==> src/rtl/uart_tx_fifo.sv <==
// uart_tx_fifo: byte queue and frame sequencer feeding the UART transmitter.
//   Host pushes bytes into a circular FIFO. Each byte is framed as
//   {stop=1, data[7:0], start=0} and handed to the transmitter one frame at a
//   time over the tx_en / tx_Busy / tx_Done handshake.
//
// Handshake semantics (host side and transmitter side):
//   - wr_en is a one-cycle push request. It is accepted when the FIFO is not
//     full, or when it is full and a pop happens in the same cycle. Otherwise
//     the byte is dropped and overflow is set.
//   - A pop happens only on the IDLE->SEND transition: FIFO not empty and
//     tx_Busy low. txin_data is loaded on that edge and is then held until
//     the next such edge.
//   - tx_en is high for exactly the SEND state. tx_Done (a one-cycle pulse)
//     completes the frame from SEND or WAIT_DONE, and sent pulses once for it.
//     tx_Done seen in IDLE is ignored.
//
// Optional feature macro: UART_TXQ_DROP_CNT_EN
//   When defined, adds drop_cnt[7:0], a saturating count of dropped pushes,
//   and overflow becomes (drop_cnt != 0).
//
// state_dbg encoding: 2'd0 IDLE, 2'd1 SEND, 2'd2 WAIT_DONE.
module uart_tx_fifo #(
   parameter int DEPTH = 16,
   parameter int AW    = 4
) (
   input  logic          clk,
   input  logic          fifo_rst,
   input  logic          wr_en,
   input  logic [7:0]    wr_data,
   output logic          full,
   output logic          empty,
   output logic [AW:0]   count,
   output logic          overflow,
   output logic          tx_en,
   output logic [9:0]    txin_data,
   input  logic          tx_Busy,
   input  logic          tx_Done,
   output logic          sent,
`ifdef UART_TXQ_DROP_CNT_EN
   output logic [7:0]    drop_cnt,
`endif
   output logic [1:0]    state_dbg
);

   typedef enum logic [1:0] {
      S_IDLE      = 2'd0,
      S_SEND      = 2'd1,
      S_WAIT_DONE = 2'd2
   } state_e;

   localparam logic [AW:0]   FULL_COUNT = (AW+1)'(DEPTH);
   localparam logic [AW:0]   CNT_ONE    = (AW+1)'(1);
   localparam logic [AW-1:0] PTR_ONE    = AW'(1);
   localparam logic [9:0]    IDLE_LINE  = 10'h3FF;

   // storage
   logic [7:0]    mem_q [DEPTH];

   // state
   state_e        state_q,   state_d;
   logic [AW-1:0] wr_ptr_q,  wr_ptr_d;
   logic [AW-1:0] rd_ptr_q,  rd_ptr_d;
   logic [AW:0]   count_q,   count_d;
   logic          full_q,    full_d;
   logic          empty_q,   empty_d;
   logic          tx_en_q,   tx_en_d;
   logic [9:0]    txin_q,    txin_d;
   logic          sent_q,    sent_d;
`ifdef UART_TXQ_DROP_CNT_EN
   logic [7:0]    drop_cnt_q, drop_cnt_d;
`else
   logic          overflow_q, overflow_d;
`endif

   // per-cycle FIFO events
   logic          pop;
   logic          push;
   logic          drop;

   // Decide this cycle's pop, accepted push and dropped push.
   always_comb begin
      pop  = (state_q == S_IDLE) && !empty_q && !tx_Busy;
      push = wr_en && (!full_q || pop);
      drop = wr_en && full_q && !pop;
   end

   // Next-state for pointers, occupancy, flags, framer FSM and its outputs.
   always_comb begin
      wr_ptr_d = wr_ptr_q;
      rd_ptr_d = rd_ptr_q;
      count_d  = count_q;
      state_d  = state_q;
      txin_d   = txin_q;
      sent_d   = 1'b0;
`ifdef UART_TXQ_DROP_CNT_EN
      drop_cnt_d = drop_cnt_q;
      if (drop && (drop_cnt_q != 8'hFF)) begin
         drop_cnt_d = drop_cnt_q + 8'd1;
      end
`else
      overflow_d = overflow_q | drop;
`endif

      if (push) begin
         wr_ptr_d = wr_ptr_q + PTR_ONE;
      end
      if (pop) begin
         rd_ptr_d = rd_ptr_q + PTR_ONE;
      end

      // Simultaneous push and pop leaves the occupancy unchanged.
      case ({push, pop})
         2'b10:   count_d = count_q + CNT_ONE;
         2'b01:   count_d = count_q - CNT_ONE;
         default: count_d = count_q;
      endcase
      full_d  = (count_d == FULL_COUNT);
      empty_d = (count_d == '0);

      case (state_q)
         S_IDLE: begin
            if (pop) begin
               txin_d  = {1'b1, mem_q[rd_ptr_q], 1'b0};
               state_d = S_SEND;
            end
         end
         S_SEND: begin
            // A fast transmitter may finish before ever raising tx_Busy.
            if (tx_Done) begin
               state_d = S_IDLE;
               sent_d  = 1'b1;
            end else if (tx_Busy) begin
               state_d = S_WAIT_DONE;
            end
         end
         S_WAIT_DONE: begin
            if (tx_Done) begin
               state_d = S_IDLE;
               sent_d  = 1'b1;
            end
         end
         default: begin
            state_d = S_IDLE;
         end
      endcase

      tx_en_d = (state_d == S_SEND);
   end

   // Register all control state; reset abandons the queue and any frame.
   always_ff @(posedge clk) begin
      if (fifo_rst) begin
         state_q  <= S_IDLE;
         wr_ptr_q <= '0;
         rd_ptr_q <= '0;
         count_q  <= '0;
         full_q   <= 1'b0;
         empty_q  <= 1'b1;
         tx_en_q  <= 1'b0;
         txin_q   <= IDLE_LINE;
         sent_q   <= 1'b0;
`ifdef UART_TXQ_DROP_CNT_EN
         drop_cnt_q <= 8'd0;
`else
         overflow_q <= 1'b0;
`endif
      end else begin
         state_q  <= state_d;
         wr_ptr_q <= wr_ptr_d;
         rd_ptr_q <= rd_ptr_d;
         count_q  <= count_d;
         full_q   <= full_d;
         empty_q  <= empty_d;
         tx_en_q  <= tx_en_d;
         txin_q   <= txin_d;
         sent_q   <= sent_d;
`ifdef UART_TXQ_DROP_CNT_EN
         drop_cnt_q <= drop_cnt_d;
`else
         overflow_q <= overflow_d;
`endif
      end
   end

   // Write accepted bytes into storage; the read for a same-cycle pop sees
   // the old contents, so push-while-full at rd_ptr is safe.
   always_ff @(posedge clk) begin
      if (!fifo_rst && push) begin
         mem_q[wr_ptr_q] <= wr_data;
      end
   end

   assign full      = full_q;
   assign empty     = empty_q;
   assign count     = count_q;
   assign tx_en     = tx_en_q;
   assign txin_data = txin_q;
   assign sent      = sent_q;
   assign state_dbg = state_q;
`ifdef UART_TXQ_DROP_CNT_EN
   assign drop_cnt  = drop_cnt_q;
   assign overflow  = (drop_cnt_q != 8'd0);
`else
   assign overflow  = overflow_q;
`endif

endmodule

==> config.mk <==
export PLATFORM = sky130hd
export DESIGN_NAME = uart_tx_fifo
export DESIGN_NICKNAME = d
export VERILOG_FILES = /design/src/rtl/uart_tx_fifo.sv
export SDC_FILE = /design/constraint.sdc
export NUM_CORES = 1
export LEC_CHECK = 0
export CORE_ASPECT_RATIO = 0.75
export CORE_MARGIN = 3
export CORE_UTILIZATION = 30
export DETAILED_ROUTE_END_ITERATION = 16
export GPL_ROUTABILITY_DRIVEN = 0
export MAX_ROUTING_LAYER = met4
export SLEW_MARGIN = 20
export SYNTH_ARGS = -nofsm -noshare
export SYNTH_HDL_FRONTEND = slang
export SYNTH_SLANG_ARGS = --single-unit
export TNS_END_PERCENT = 10
==> constraint.sdc <==
create_clock -name clk -period 3 [get_ports clk]
set_input_delay 0.6 -clock clk [delete_from_list [all_inputs] [get_ports clk]]
set_output_delay 0.6 -clock clk [all_outputs]
set_load 0.01 [all_outputs]
**Word-level counts from Yosys, hierarchy flattened**

Memory sizes are Yosys's and may differ from the RTL's. A register that Yosys moved wholly into a read port is not among the register bits.
Cells that the tools add are included.
W data, S select, Z words.

- Output and inout bits: 22
- Input bits: 13
- RAM bits: 128
- Flip-flop bits (word level): 29
- Word-level logic and storage cells: 49
- Memories: 1

- Add/subtract/negate cells: 4
- Mux-type cells: 9
- Reduce and logical (&&, ||, !) cells: 17
- Equality and inequality tests: 6
- Bitwise logic cells: 2

Memory list:

| memory | words | width | rd ports | clocked after memory_dff | wr ports | RTL line | text |
|---|---|---|---|---|---|---|---|
| mem_q | 16 | 8 | 1 | 1 | 1 | 57 | `logic [7:0] mem_q [DEPTH];` |

Operator list:

| operator | number |
|---|---|
| $pmux W5 S2 | 1 |
| $add A4 B1 Y4 const B | 2 |
| $mux W2 | 4 |
| $eq A2 B1 Y1 const B | 3 |
| $logic_and A1 B1 Y1 | 6 |
| $pmux W2 S3 | 1 |
| $add A5 B1 Y5 const B | 1 |
| $eq A5 B5 Y1 const B | 1 |
| $logic_not A1 Y1 | 5 |
| $logic_not A5 Y1 | 1 |
| $sub A5 B1 Y5 const B | 1 |
| $eq A2 B2 Y1 const B | 2 |
| $reduce_or A2 Y1 | 2 |
| $mux W1 | 3 |
| $logic_not A2 Y1 | 1 |
| $reduce_and A2 Y1 | 1 |
| $logic_or A1 B1 Y1 | 1 |
| $not A1 Y1 | 1 |
| $or A1 B1 Y1 | 1 |

**Logic depth before layout (Yosys ltp)**

Gate-level depths: netlist of run 1.

- Depth after elaboration: 8
- Mapped depth: 15
- Depth with buffers taken out: 13

**Worst setup path before layout of run 1**

Ideal clock, no wire load.

- Kind: register to register
- Start: reg state_q[1], in the netlist state_dbg[1]
- End: reg full_q, in the netlist full
- Path buffers: 2
- Cell stages (with the launch flop): 16
- Period minus slack after synthesis: 3.241 ns
- Data required time: 2.909 ns
- Arrival: 3.150 ns
- Library setup time: 0.091 ns
- Setup slack: -0.241 ns
- Path through: dfxtp_1 inv_1 ha_1 or3b_1 clkbuf_1 a21boi_2 inv_2 ha_1 buf_2 xor2_1 ha_1 nor2_2 a221o_1 a2111oi_4 xnor2_1 nor4bb_1

- Longest elaborated chain between the ends: 8
- Elaborated cells between the ends (all ways): 9
- Those cells by class: 3 x eq/ne; 1 x mux; 5 x reduce/logical

Ends and longest elaborated chain:

| item | RTL line | text |
|---|---|---|
| from (decl) | 60 | `state_e state_q, state_d;` |
| from (signal assigned) | 168 | `state_q <= state_d;` |
| $logic_not A2 Y1 * | 82 | `pop = (state_q == S_IDLE) && !empty_q && !tx_Busy;` |
| $logic_and A1 B1 Y1 * (2 in a row) | 82 |  |
| $logic_or A1 B1 Y1 | 83 | `push = wr_en && (!full_q \|\| pop);` |
| $logic_and A1 B1 Y1 | 83 |  |
| $eq A2 B1 Y1 / $eq A2 B2 Y1 (equally long branches) | 112 | `case ({push, pop})` |
| $pmux W5 S2 * | 112 |  |
| $eq A5 B5 Y1 * | 117 | `full_d = (count_d == FULL_COUNT);` |
| to (signal assigned) | 172 | `full_q <= full_d;` |
| to (decl) | 64 | `logic full_q, full_d;` |

Every way passes the cells marked *; elsewhere a longest branch is shown, timed or not.
A chain may end at the register's enable or synchronous reset.

**Final worst setup path of run 1**

Same ends and word-level chain as after synthesis.

==> run metrics, run 1 <==
status=finished, final reports clean; largest net degree at the start of global routing=36; sw frac=24.5%; Post-synth EDFFs=128; simple-gate share of the synthesized area=5.05%; antenna-violating nets left=0; GR Util All Layers=12.8%; CTS buffer count=17; htree depth=4; Required @ worst endpoint=about 3.3 ns; hold crit path type=flop to flop; CTS tree=yes; filler cell count in the final layout=1871; Die ar.=roughly 0.023 mm²; clk_skew=0.0106 ns; Placed Cells=710; clock root buffer=clkbuf_16; max-cap violations=0; Rel. slew slack=60.0%; vias post-DR=between 3k and 4k; yosys warns=0; power share of the combinational group=17.6%; final cell count without fillers=745; worst path cell trace=inv_2, ha_4, or3b_4, a21boi_4, inv_2, ha_4, xor2_1, ha_2, nor2_2, a221o_1, a2111oi_4, xnor2_2, nor4bb_2; # IOs=35; Final Power=5840 µW; P_int=4410 µW; clock tree sinks=157; critical path type=flop to flop; Initial DRC Count=249; R2R Setup Slk=approximately 0.075 ns; Layout Utilization=between 30% and 40%; Crit. End Element=flop; synthesized area=about 0.0063 mm²; drt pass-1 iters=4; Slew Limit Fails=0; Die Ht=~130 µm; # hold bufs at CTS=0; area grow syn2layout=25.8%; drt wl/cell=between 15 and 20 µm; Chip Width=174 µm; largest family of logic cells by synthesized area=multiplexers; Reg power frac=44.1%; dominant synthesized flop cell=edfxtp_1; Worst Path Arrival=about 3.3 ns; synth unique cells=45; area of the core=0.0205 mm²; Clk pwr share=between 30% and 40%; CP Launch Type=flop; mux contribution to synthesized area=between 10% and 20%; final hold vios=0; crit share post-route=97.5%; Synth Register Bits=157; vias in the first global route=approximately 3.6k; share of layout cells above drive strength 1=28.1%; crit-path max cell delay=0.41 ns; Mapped Cells=around 370; Lkg Pwr=0.00263 µW; post-layout min period=2.93 ns; CP delay by family, top=compound AO/OA/AOI/OAI gates; starting density of the core=approximately 31%; drt via density=~4.7; Ant. Diodes=0; Clock Path Buffers=2; ys async rst share=0%; pwr/cell area=732 mW/mm²; Worst Path Buf+Inv=2; hold slack=0.451 ns; final setup vio count=0; initial antenna violation count=0; Seq/Total Area, Yosys=69.8%; Post-Synth XOR/XNOR Area=1.52%; maximum VDD drop=0.000434 V; Post-Route WL=13600 µm; post-synthesis area per instance=17.2 µm²; final net count=between 400 and 500; Worst-path clk slew=0.06 ns; worst-path fanout max=4; Clock Latency Late Sink=0.43 ns; site row count=45; IO buf count=33; complex-gate fraction of the synthesized area=~4.6%; Final HPWL DP=9110 µm; Synth Area in Adders=between 2 and 2.5%; Slew @ Worst Pin=0.600 ns; switching power=1430 µW; Peak Freq=342 MHz; first-pass GRT wire length=21400 µm; Slowest cell on crit path=or3b_4; post-synthesis net count=about 390; grt ovf=0; unrepaired setup endpoints after global routing=true; post-route DRC violation count=0
[routing by layer]
| metal | track usage (%) | vias to the layer above | part of all wire (%) |
|---|---|---|---|
| met3 | 3.66 | 15 | 5.0 |
| met1 | 17.2 | 1778 | 47 |
| met4 | 4.02 | 0 | 1.3 |
| met5 | - | - | 0 |
| li1 | - | 1593 | - |
| met2 | 19.0 | 99 | 47 |
[cells by family (layout without fill, tap and decap cells)]
group | after synthesis | in the layout
flip-flops | 157 | 157
AND/OR/NAND/NOR | 67 | 67
multiplexers | 50 | 50
AO/OA/AOI/OAI | 39 | 39
buffers and inverters | 32 | 126
adder cells (fa/ha/maj) | 12 | 12
XOR/XNOR | 11 | 11
other | 1 | 1
[worst paths after layout]
check,from,end,cells after the start
max,state_dbg[1],full,13
min,txin_data[0],txin_data[0],1
max reg2reg,state_dbg[1],full,13
min reg2reg,txin_data[0],txin_data[0],1
[power groups by stage]
stage / sequential [µW] / clock, µW / combinational (µW)
floorplan: 2580 / 0 / 637
global placement: 2610 / 0 / 984
detailed placement: 2620 / 0 / 1000
CTS: 2580 / 2300 / 1010
global route: 2590 / 2400 / 1110
finish: 2580 / 2240 / 1030
[per-stage QoR]
stage               instance area [µm²]  TNS, ns  setup slack (ns)
finish                             7980        0            0.0748
global route                       7980  -0.0485           -0.0485
CTS                                7930        0            0.0436
detailed placement                 7310    -1.13            -0.424
global placement                   7310   -0.914            -0.336
floorplan                          6390  -0.0127           -0.0127
[timing repair]
item,in CTS,in global routing
endpoints found under the setup margin,1,1
pin swaps,0,7
buffers inserted,0,3
gates resized for setup,1,6
[cell type report]
type,count,area (µm²),share of cell area (%)
sequential,157,4430,55.5
multi-input combinational,180,1820,22.8
timing repair buffer,84,728,9.13
clock buffer,17,425,5.33
tap,282,353,4.42
clock inverter,15,193,2.41
inverter,10,37.5,0.470
[worst register-to-register path, delay by kind of cell, from the launching register on]
kind                     cells  cell delay, ns
AND/OR/NAND/NOR              3            0.72
buffers and inverters        2            0.15
AO/OA/AOI/OAI                3            0.84
XOR/XNOR                     2            0.28
adder cells (fa/ha/maj)      3            0.54
flip-flops                   1            0.33
[registers in the layout (all words and copies together) (netlist names)]
register   count
count          5
empty          1
full           1
mem_q        128
overflow       1
rd_ptr_q       4
sent           1
state_dbg      2
tx_en          1
txin_data      9
wr_ptr_q       4
[cell usage after synthesis (2+ instances only)]
library cell | n | area, µm²
buf_4 | 2 | 15.0
edfxtp_1 | 128 | 3840
nand2b_1 | 6 | 37.5
inv_2 | 2 | 7.51
inv_1 | 8 | 30.0
nor2_1 | 27 | 101
xnor2_1 | 3 | 26.3
o21ai_0 | 4 | 20.0
nand2_1 | 15 | 56.3
mux2i_1 | 18 | 180
xor2_1 | 8 | 70.1
a21oi_1 | 4 | 20.0
o22ai_1 | 8 | 50.1
clkbuf_1 | 13 | 48.8
nand4_1 | 3 | 18.8
dfxtp_1 | 29 | 581
buf_6 | 3 | 33.8
a211o_1 | 8 | 70.1
nor3_1 | 6 | 30.0
nor2_2 | 2 | 12.5
and2_1 | 2 | 12.5
mux4_2 | 32 | 721
ha_1 | 12 | 150
buf_2 | 3 | 15.0
o21ai_1 | 3 | 15.0
[cell usage in the layout (no fill, tap or decap), drive strengths merged, types with 2 or more instances in the layout]
cell type / count
nand2b: 6
nand2: 15
xnor2: 3
mux4: 32
ha: 12
nor2: 29
bufinv: 4
clkbuf: 17
mux2i: 18
inv: 13
clkinvlp: 2
o21ai: 7
edfxtp: 128
a21boi: 2
clkdlybuf4s50: 32
nor3: 6
dfxtp: 29
clkinv: 6
nand4: 3
and2: 2
buf: 51
a211o: 8
a21oi: 4
o22ai: 8
xor2: 8
Power figures use the tool's default switching activity.
==> run 2, diff against run 1 <==
TNS_END_PERCENT = 20   (was 10)
==> results of run 2 <==
Same layout as run 1: the final DEF is identical, and so are final timing and power.
